File: src/rtl/hs_pkg.sv
// hs_pkg: shared width helpers for the valid/ready stream buffer
package hs_pkg;
  function automatic int ptr_w(int depth);
    return (depth <= 2) ? 1 : $clog2(depth);
  endfunction
  function automatic int lvl_w(int depth);
    return $clog2(depth + 1);
  endfunction
endpackage

File: src/rtl/hs_wrap_ctr.sv
// hs_wrap_ctr: storage pointer that advances on en and wraps from DEPTH-1 to 0
module hs_wrap_ctr
  import hs_pkg::*;
#(
  parameter int DEPTH = 4
) (
  input  logic                    clk,
  input  logic                    rst,
  input  logic                    en,
  output logic [ptr_w(DEPTH)-1:0] q
);
  localparam int PW = ptr_w(DEPTH);
  // clear on reset, otherwise step with explicit wrap so non-power-of-two depths work
  always_ff @(posedge clk) begin
    if (!rst) q <= '0;
    else if (en) q <= (q == PW'(DEPTH - 1)) ? '0 : q + 1'b1;
  end
endmodule

File: src/rtl/hs_stream_buffer.sv
// hs_stream_buffer: DEPTH-entry valid/ready FIFO with registered flags and occupancy
module hs_stream_buffer
  import hs_pkg::*;
#(
  parameter int WIDTH     = 8,
  parameter int DEPTH     = 4,
  parameter int AF_THRESH = 3
) (
  input  logic                    clk,
  input  logic                    rst,
  input  logic [WIDTH-1:0]        s_data,
  input  logic                    s_valid,
  output logic                    s_ready,
  output logic [WIDTH-1:0]        m_data,
  output logic                    m_valid,
  input  logic                    m_ready,
  output logic [lvl_w(DEPTH)-1:0] level,
  output logic                    almost_full
);
  localparam int PW = ptr_w(DEPTH);
  localparam int LW = lvl_w(DEPTH);
  typedef logic [WIDTH-1:0] beat_t;
  if (DEPTH < 2 || AF_THRESH < 1 || AF_THRESH > DEPTH) begin : g_bad_params
    $error("hs_stream_buffer: illegal DEPTH/AF_THRESH");
  end
  beat_t         mem [DEPTH];
  logic [PW-1:0] wr_ptr;
  logic [PW-1:0] rd_ptr;
  logic [LW-1:0] level_next;
  logic          push;
  logic          pop;
  assign push   = s_valid & s_ready;
  assign pop    = m_valid & m_ready;
  assign m_data = mem[rd_ptr];
  hs_wrap_ctr #(.DEPTH(DEPTH)) u_wr (.clk(clk), .rst(rst), .en(push), .q(wr_ptr));
  hs_wrap_ctr #(.DEPTH(DEPTH)) u_rd (.clk(clk), .rst(rst), .en(pop), .q(rd_ptr));
  // occupancy moves only when exactly one side transfers
  always_comb begin
    level_next = (push && !pop) ? level + 1'b1 : (pop && !push) ? level - 1'b1 : level;
  end
  // level and flags are registered from the next level so no output sees the opposite side combinationally
  always_ff @(posedge clk) begin
    if (!rst) begin
      level       <= '0;
      s_ready     <= 1'b0;
      m_valid     <= 1'b0;
      almost_full <= 1'b0;
    end else begin
      level       <= level_next;
      s_ready     <= level_next < LW'(DEPTH);
      m_valid     <= level_next != '0;
      almost_full <= level_next >= LW'(AF_THRESH);
    end
  end
  // storage is written only on an accepted beat outside reset; contents are never cleared
  always_ff @(posedge clk) begin
    if (rst && push) mem[wr_ptr] <= s_data;
  end
endmodule

File: config.mk
export PLATFORM = sky130hd
export DESIGN_NAME = hs_stream_buffer
export DESIGN_NICKNAME = d
export VERILOG_FILES = /design/src/rtl/hs_pkg.sv /design/src/rtl/hs_wrap_ctr.sv /design/src/rtl/hs_stream_buffer.sv
export SDC_FILE = /design/constraint.sdc
export NUM_CORES = 1
export LEC_CHECK = 0
export CAP_MARGIN = 40
export CORE_MARGIN = 2
export CORE_UTILIZATION = 50
export DETAILED_ROUTE_END_ITERATION = 6
export PLACE_DENSITY_LB_ADDON = 0.1
export SLEW_MARGIN = 20
export SYNTH_ARGS = -nofsm -noshare
export SYNTH_HDL_FRONTEND = slang
export SYNTH_HIERARCHICAL = 1
export SYNTH_SLANG_ARGS = --single-unit
File: constraint.sdc
create_clock -name clk -period 1.8 [get_ports clk]
set_input_delay 0.36 -clock clk [delete_from_list [all_inputs] [get_ports clk]]
set_output_delay 0.36 -clock clk [all_outputs]
set_load 0.02 [all_outputs]
# --- After elaboration in Yosys (flattened, before gate mapping) ---
# Memories as Yosys holds them, arrays and structs flattened. A register that Yosys moved wholly into a read port is not among the register bits.
# Index checks and enable logic that the tools add are counted.
op_classes:
  addsub: 4
  n_reduce_logical: 6
  n_bitwise: 2
  n_mux: 8
  n_eq_ne: 2
  order_cmp: 2
ops:
  columns: ["operator", "n"]
  rows:
  - ["2-to-1 mux 2 bit", 4]
  - ["2-to-1 mux 3 bit", 2]
  - ["adder 2 x 1 -> 2 bit (second input constant)", 2]
  - ["== test 2 bit (second input constant)", 2]
  - ["adder 3 x 1 -> 3 bit (second input constant)", 1]
  - ["greater-or-equal comparator 3 x 2 -> 1 bit (second input constant)", 1]
  - ["logical AND 1 bit", 3]
  - ["less-than comparator 3 bit (second input constant)", 1]
  - ["nonzero test 3 bit", 1]
  - ["subtractor 3 x 1 -> 3 bit (second input constant)", 1]
  - ["bitwise AND 1 bit", 2]
  - ["zero test 1 bit", 2]
  - ["2-to-1 mux 1 bit", 2]
totals:
  regBits: 10
  word_cells: 31
  in_bits: 12
  n_memories: 1
  out_inout_bits: 14
  ram_bits: 32
mem_list:
  columns: ["memory", "depth", "width", "read_ports", "rd_clocked_by_memory_dff", "write_ports", "line", "rtl"]
  rows:
  - ["mem", 4, 8, 1, 1, 1, "hs_stream_buffer.sv:26", "beat_t mem [DEPTH];"]

# --- Longest topological paths before layout ---
# Gate-level depths: netlist of the first run.
logic_depth:
  word_depth: 6
  ltp_mapped: 5

# --- Modules after synthesis ---
# The synthesis of the first run kept the hierarchy.
modules_own_cells:
  columns: ["module", "n_inst", "area_each_um2", "cells_each"]
  rows:
  - ["hs_stream_buffer", 1, 1465.2, 79]
  - ["hs_wrap_ctr", 2, 95.1, 8]

# --- Least setup slack after synthesis of the first run ---
# OpenSTA, ideal clock, no wires.
synth_timing:
  kind: "register to register"
  start: "reg s_ready"
  end: "mem mem[0][0] (netlist name) (enable)"
  t_required_ns: 1.417
  path_stages_with_launch: 5
  arrival_ns: 1.368
  synth_period_minus_slack_ns: 1.752
  setup_slack_ns: 0.048
  setup_time_ns: 0.383
  cell_sequence: "dfxtp_1 nand2_2 inv_1 nand2_1 nor3_1"
synth_via:
  elab_chain_len: 4
synth_lines:
  columns: ["element", "line", "rtl"]
  rows:
  - ["from (decl)", "hs_stream_buffer.sv:13", "output logic s_ready,"]
  - ["from (signal assigned)", "hs_stream_buffer.sv:50", "s_ready <= level_next < LW'(DEPTH);"]
  - ["bitwise AND 1 bit", "hs_stream_buffer.sv:32", "assign push = s_valid & s_ready;"]
  - ["named net push", "hs_stream_buffer.sv:30", "logic push;"]
  - ["logical AND 1 bit", "hs_stream_buffer.sv:57", "if (rst && push) mem[wr_ptr] <= s_data;"]
  - ["2-to-1 mux 1 bit", "hs_stream_buffer.sv:57", null]
  - ["2-to-1 mux 1 bit (implied by the code)", "hs_stream_buffer.sv:57", null]
  - ["to (decl)", "hs_stream_buffer.sv:26", null]
# The timed path passes the listed nets, and every way through them passes these cells.

==> results of run 1 <==
## power groups by stage
stage | combinational, mW | clock [mW] | sequential (mW)
after floorplan | 0.301 | 0 | 1.23
after global placement | 0.615 | 0 | 1.18
after detailed placement | 0.624 | 0 | 1.18
after CTS | 0.659 | 0.572 | 1.16
after global routing | 0.700 | 0.606 | 1.17
final | 0.652 | 0.560 | 1.16
## path summary, 6_finish.rpt
path,to,cells after the start,startpoint,slack [ns]
setup / recovery,m_data[2],3,u_rd/q[0],-0.07
hold / removal,u_wr/q[1],2,u_wr/q[1],0.60
setup reg to reg,almost_full,4,level[1],0.29
hold reg to reg,u_wr/q[1],2,u_wr/q[1],0.60
## cells by family (layout without fill, tap and decap cells)
| family | after synthesis | count (layout) | synth area share |
|---|---|---|---|
| XOR/XNOR | 1 | 1 | 0.00529 |
| AND/OR/NAND/NOR | 20 | 20 | 0.0718 |
| AO/OA/AOI/OAI | 11 | 11 | 0.0537 |
| buffers and inverters | 7 | 49 | 0.0166 |
| flip-flops | 42 | 42 | 0.701 |
| adder cells (fa/ha/maj) | 4 | 4 | 0.0302 |
| multiplexers | 10 | 10 | 0.121 |
## area by class of cell
cell class	count	area, µm²
fillers	228	963
clock inverters	2	33.8
well taps	44	55.1
inverters	5	18.8
repair buffers	37	365
flip-flops and latches	42	1160
clock buffers	5	37.5
multi-input cells	46	467
## flip-flops by register name, summed over array words and instances (netlist names)
name         count
level            3
m_valid          1
mem             32
almost_full      1
u_rd/q           2
s_ready          1
u_wr/q           2
## Yosys cell counts (all sizes together), types with 2 or more instances
cell / n
mux2i: 2
nand2: 3
nor2b: 5
o21ai: 2
nor3b: 2
a21oi: 2
nor3: 2
and2: 2
buf: 2
inv: 5
nor2: 4
mux4: 8
ha: 4
dfxtp: 10
edfxtp: 32
o21a: 2
## through the flow
| step | instance area, µm² | setup TNS (ns) |
|---|---|---|
| 2_1_floorplan | 1660 | 0 |
| 3_3_place_gp | 2050 | -0.890 |
| 3_5_place_dp | 2050 | -2.30 |
| 4_1_cts | 2140 | -0.657 |
| 5_1_grt | 2140 | -1.02 |
| 6_report | 2140 | -0.528 |
## worst max-delay path: stages, from the launching register on
cell                      delay, ns
sky130_fd_sc_hd__dfxtp_2       0.37
sky130_fd_sc_hd__buf_12        0.14
sky130_fd_sc_hd__mux4_2        0.51
sky130_fd_sc_hd__buf_6         0.15
## layer usage
layer	up-vias	wire, µm	part of all wire
met1	466	1190	0.42
met4	0	44	0.015
met3	5	130	0.046
met5	-	0	0
met2	22	1480	0.52
li1	449	-	-
## timing repair
item,4_1_cts,5_1_grt
gates cloned,0,0
setup endpoints to repair,8,9
resized for setup,49,1
==> flow_summary.yaml, run 1 <==
global_routing:
  grt.met1_usage: 0.192
  groute.layer.met3.usage: 0.0588
  grt_start_max_net_pins: 13
  grt_pass1_vias: 976
  grt.overflow.total: 0
  grt_pass1_wl_mm: 4.53
  grt_antenna_before_repair: 0
  use_met2: 0.311
  grt_use_total: 0.176
  global_routing_s_busiest_layer: "met2"
power_and_ir_drop:
  switching_share: 0.269
  part_of_the_power_in_registers: 0.490
  pwr_density_cell_nw_per_um2: 1110
  cell_internal_pwr_mw: 1.74
  power_switching_mw: 0.638
  p_comb_frac: 0.274
  vdd_drop_max_uv: 1030
  static-leakage-power_nw: 0.781
  post-layout-total-power_mw: 2.37
  share_clk_of_total_power: 0.236
synthesis:
  ys_async_sr_fraction: 0
  synth_edf_count: 32
  synth_top_cells_by_area: "sky130_fd_sc_hd__edfxtp_1, sky130_fd_sc_hd__dfxtp_1, sky130_fd_sc_hd__mux4_2"
  post-synth-top-area-cell: "sky130_fd_sc_hd__edfxtp_1"
  synth.distinct_cells: 26
  share_of_yosys_cell_area_claimed_by_the_top_area_cell_type: 0.580
  synthFlopType: "sky130_fd_sc_hd__edfxtp_1"
  synth_cells: 95
  yosys_warnings: 6
  post_synth.cell_area_avg_um2: 17.4
  syn-num-nets: 111
  synth.ff_latch_count: 42
  synth-seq-area-share: 0.701
  netlist_area_um2: 1660
sta:
  report.final.slew_viol_count: 0
  finalClockSkew_ns: 0.00246
  rsz0062_at_grt: "true"
  least_margin_pin_slew_ns: 0.445
  timing.final.crit_period_ns: 1.87
  period_share: 1.04
  worst_hold_slack_ns: 0.598
  finalHoldViolations: 0
  timing.final.ws_setup_ns: -0.0745
  timing.fmax_ghz: 0.533
  slew_headroom: 0.702
  finalSetupViolCount: 8
worst_setup_path:
  arrival_ns: 1.51
  timing.setup.critical_path_class: "reg2out"
  critPathRequiredTime_ns: 1.44
  setup.worst_path.start_class: "flop"
  maximum_net_fanout_on_the_critical_path: 8
  crit_path_capture_type: "output port"
layout:
  mostFrequentLayoutCells: "sky130_fd_sc_hd__edfxtp_1, sky130_fd_sc_hd__clkdlybuf4s50_1, sky130_fd_sc_hd__buf_4, sky130_fd_sc_hd__dfxtp_1"
  layout.core_utilization: 0.690
  layout.cells.non_filler: 181
  most_common_library_cell_in_the_layout_ignoring_fill_and_taps: "sky130_fd_sc_hd__edfxtp_1"
  drive_above_1_share: 0.307
  antenna_cells: 0
  final_nets: 153
  area_growth_syn_to_layout_pct: 29.3
floorplanning:
  die-area_um2: 3790
  start_util: 0.533
  num_rows: 20
  boundaryPins: 26
  fp.dieW_um: 61.5
  placeableCoreArea_um2: 3100
  die_height_um: 61.5
run:
  drv.max_cap_violation_count: 0
status:
  outcome: "finished with violations"
  violated_checks: "negative setup slack"
min_path:
  min-delay-path-class: "reg2reg"
placement:
  post-place-ws_ns: -0.125
  place_hpwl_mm: 1.94
  dpl.cell_count: 174
  portBuffers: 25
  gp_congestion: 0.663
clock_network:
  clk_pin_slew_ns: 0.11
  clock_tree.buffer_depth: 2
  cts_hold_buf: 0
  htree_levels: 2
  numCtsBuffers: 5
  cts_tree: "yes"
  post-cts-setup-buffers: 0
  worstSkewPairLatency_ns: 0.34
  tritoncts_num_sinks: 42
  clock-root-buffer: "sky130_fd_sc_hd__clkbuf_4"
route:
  drtAntennaViolNets: 0
  drt-total-wl_mm: 2.84
  routed_via_density: 5.20
  drt_iter0_drcs: 21
  detail_route.first_pass.iterations: 4
  final_routed_wire_length_divided_by_cell_count_um: 15.7
  post-route-drc-count: 0
  route.vias.total: 942
No activity file was read; power rests on OpenSTA's default activity.
==> inputs of run 2 (changes only) <==
--- a/config.mk
+++ b/config.mk
@@ -13,5 +13,4 @@
 export SLEW_MARGIN = 20
 export SYNTH_ARGS = -nofsm -noshare
 export SYNTH_HDL_FRONTEND = slang
-export SYNTH_HIERARCHICAL = 1
 export SYNTH_SLANG_ARGS = --single-unit
==> run 2 against run 1 <==
Global-route usage fell by 0.88 points. Sequential cell count rose by 2. Synthesized cell count rose by 24%. Clock power rose by 13%. Critical path depth did not move. Sequential power rose by 7%. Worst hold slack got worse by 0.10 ns. Worst setup slack improved by 0.024 ns. The run still ends with negative setup slack left. Clock skew rose by 0.0027 ns.
==> flow_summary.yaml, run 2 <==
floorplanning:
  boundaryPins: 26
  start_util: 0.530
  placeableCoreArea_um2: 3420
  die_height_um: 64.2
  num_rows: 21
  die-area_um2: 4120
  fp.dieW_um: 64.2
power_and_ir_drop:
  pwr_density_cell_nw_per_um2: 1100
  vdd_drop_max_uv: 607
  switching_share: 0.282
  cell_internal_pwr_mw: 1.89
  power_switching_mw: 0.740
  part_of_the_power_in_registers: 0.471
  share_clk_of_total_power: 0.242
  static-leakage-power_nw: 0.895
  p_comb_frac: 0.287
  post-layout-total-power_mw: 2.63
clock_network:
  numCtsBuffers: 5
  tritoncts_num_sinks: 44
  clock-root-buffer: "sky130_fd_sc_hd__clkbuf_4"
  post-cts-setup-buffers: 0
  clock_tree.buffer_depth: 2
  htree_levels: 2
  clk_pin_slew_ns: 0.12
  cts_tree: "yes"
  worstSkewPairLatency_ns: 0.34
sta:
  finalClockSkew_ns: 0.00516
  slew_headroom: 0.805
  rsz0062_at_grt: "true"
  period_share: 1.03
  timing.fmax_ghz: 0.540
  timing.final.ws_setup_ns: -0.0510
  report.final.slew_viol_count: 0
  finalSetupViolCount: 8
  totalNegativeSetupSlack_ns: -0.309
  least_margin_pin_slew_ns: 0.293
  timing.final.crit_period_ns: 1.85
  finalHoldViolations: 0
  worst_hold_slack_ns: 0.494
synthesis:
  top_cells_by_count_synth: "sky130_fd_sc_hd__edfxtp_1, sky130_fd_sc_hd__dfxtp_1, sky130_fd_sc_hd__a21oi_1"
  syn-num-nets: 137
  synth_edf_count: 32
  synth.ff_latch_count: 44
  netlist_area_um2: 1810
  synth_most_common_cell: "sky130_fd_sc_hd__edfxtp_1"
  synth_cells: 118
  post-synth-top-area-cell: "sky130_fd_sc_hd__edfxtp_1"
  synth_top_cells_by_area: "sky130_fd_sc_hd__edfxtp_1, sky130_fd_sc_hd__dfxtp_1, sky130_fd_sc_hd__mux4_2"
  synth.distinct_cells: 32
  yosys_warnings: 0
  ys_async_sr_fraction: 0
  share_of_yosys_cell_area_claimed_by_the_top_area_cell_type: 0.531
  synthFlopType: "sky130_fd_sc_hd__edfxtp_1"
  post_synth.cell_area_avg_um2: 15.3
  synth-seq-area-share: 0.664
worst_setup_path:
  r2r_endpoint: "almost_full"
  crit_path_capture_type: "output port"
  critPathRequiredTime_ns: 1.44
  critPathTopFamily: "multiplexers"
  timing.critical_path.slowest_cell_delay_ns: 0.51
  arrival_ns: 1.49
  maximum_net_fanout_on_the_critical_path: 4
  worstPathBufferInverterCount: 2
  critical_path.cell_chain: "buf_6 > mux4_2 > buf_6"
  setup.worst_path.start_class: "flop"
  worst_reg2reg_path_startpoint: "level[1]"
  timing.setup.critical_path_class: "reg2out"
  crit_path_frequent_cell: "sky130_fd_sc_hd__buf_6"
  timing.reg2reg.setup_slack_ns: 0.13
  worstRegToRegCells: 5
  critical_path.slowest_cell: "sky130_fd_sc_hd__mux4_2"
route:
  drt_iter0_drcs: 19
  routed_via_density: 5.30
  drtAntennaViolNets: 0
  wl_met1_mm: 1.25
  drt-total-wl_mm: 3.06
  route.vias.total: 1114
  post-route-drc-count: 0
  top_layer_used: "met4"
  final_routed_wire_length_divided_by_cell_count_um: 14.6
  wl_met3_um: 119
  route.met2.wl_mm: 1.62
  detail_route.first_pass.iterations: 4
status:
  outcome: "finished with violations"
  violated_checks: "negative setup slack"
global_routing:
  grt_pass1_wl_mm: 5.05
  grt_start_max_net_pins: 15
  grt_use_total: 0.167
  grt.overflow.total: 0
  grt_pass1_vias: 1116
  grt_antenna_before_repair: 0
layout:
  area_growth_syn_to_layout_pct: 31.9
  largest_register: "mem"
  design_area_um2: 2390
  most_common_library_cell_in_the_layout_ignoring_fill_and_taps: "sky130_fd_sc_hd__edfxtp_1"
  antenna_cells: 0
  mostFrequentLayoutCells: "sky130_fd_sc_hd__edfxtp_1, sky130_fd_sc_hd__clkdlybuf4s50_1, sky130_fd_sc_hd__dfxtp_1, sky130_fd_sc_hd__buf_6"
  flip_flop_count_of_the_largest_register_all_copies_and_words_added: 32
  num-fill-cells: 236
  final_nets: 182
  layout.core_utilization: 0.699
  top_regs: "mem: 32 flops, level: 3 flops"
  drive_above_1_share: 0.274
min_path:
  hold_path_depth: 2
  hold_end: "u_rd.q[1]"
  worstHoldStart: "u_rd.q[1]"
  min-delay-path-class: "reg2reg"
placement:
  portBuffers: 25
  place_hpwl_mm: 2.18
  gp_congestion: 0.730
  placed_area_um2: 2280
run:
  drv.max_cap_violation_count: 0
-- run 2: cell count changes in the layout (fill, tap and decap cells not counted), sizes merged, moves of 3 or more --
cell           before  now
dlygate4sd2         0    4
nand3               1    4
and3                0    5
clkdlybuf4s50      16   12
ha                  4    7
buf                20   24
nor2b               5    0
nand2               3    7
a21oi               2    9
-- run 2: power by group through the flow --
stage                     combinational, mW  sequential, mW  clock, mW
after global routing                  0.817            1.25      0.694
final                                 0.754            1.24      0.635
after CTS                             0.760            1.24      0.658
after global placement                0.746            1.25          0
after detailed placement              0.760            1.26          0
after floorplan                       0.376            1.30          0
-- run 2: worst max path at each step --
| stage | from | slack (ns) | depth (start not counted) | end |
|---|---|---|---|---|
| after detailed placement | flop | -0.08 | 3 | m_data[3] |
| after global routing | flop | -0.11 | 3 | m_data[7] |
| after CTS | flop | -0.08 | 3 | m_data[3] |
| after global placement | flop | -0.07 | 3 | m_data[3] |
| after floorplan | level[0] | 0.15 | 5 | almost_full |
| final | flop | -0.05 | 3 | m_data[3] |
-- run 2: worst reg2reg max path, delay by kind of cell, from the launching register on --
kind,cells,cell delay [ns]
flip-flops,1,0.47
buffers and inverters,1,0.12
AND/OR/NAND/NOR,1,0.39
AO/OA/AOI/OAI,2,0.29
adder cells (fa/ha/maj),1,0.36
-- run 2: per-layer routing --
layer,global-route usage,vias to the layer above
li1,-,541
met3,0.0440,6
met1,0.191,540
met5,0,-
met4,0.0798,0
met2,0.290,27
-- run 2: area by class of cell --
type	count	area, µm²	share of cell area
inverter	5	18.8	0.00787
clock buffer	6	51.3	0.0215
clock inverter	2	38.8	0.0163
timing repair buffer	41	448	0.188
multi-input combinational	66	569	0.239
sequential	44	1200	0.504
tap	46	57.6	0.0241
-- run 2: per-stage QoR --
step	instances	worst slack, ns
6_report	210	-0.0510
3_5_place_dp	202	-0.0801
2_1_floorplan	118	0.149
5_1_grt	210	-0.113
3_3_place_gp	202	-0.0719
4_1_cts	210	-0.0843
-- run 2: kinds of logic after synthesis --
group | after synthesis | synth area share
muxes | 11 | 0.119
adders and majority gates | 7 | 0.0484
and+or+nand+nor | 29 | 0.0795
xor gates and xnor gates | 2 | 0.00968
DFF | 44 | 0.664
buffers and inverters | 8 | 0.0214
AOI/OAI and AO/OA | 17 | 0.0581
-- run 2: repair_timing --
| action | CTS | global route |
|---|---|---|
| gates cloned | 0 | 0 |
| hold endpoints to repair | 0 | 0 |
| hold buffers | 0 | 0 |
| pin swaps | 0 | 0 |
| gates resized for setup | 55 | 1 |
| setup endpoints to repair | 12 | 9 |
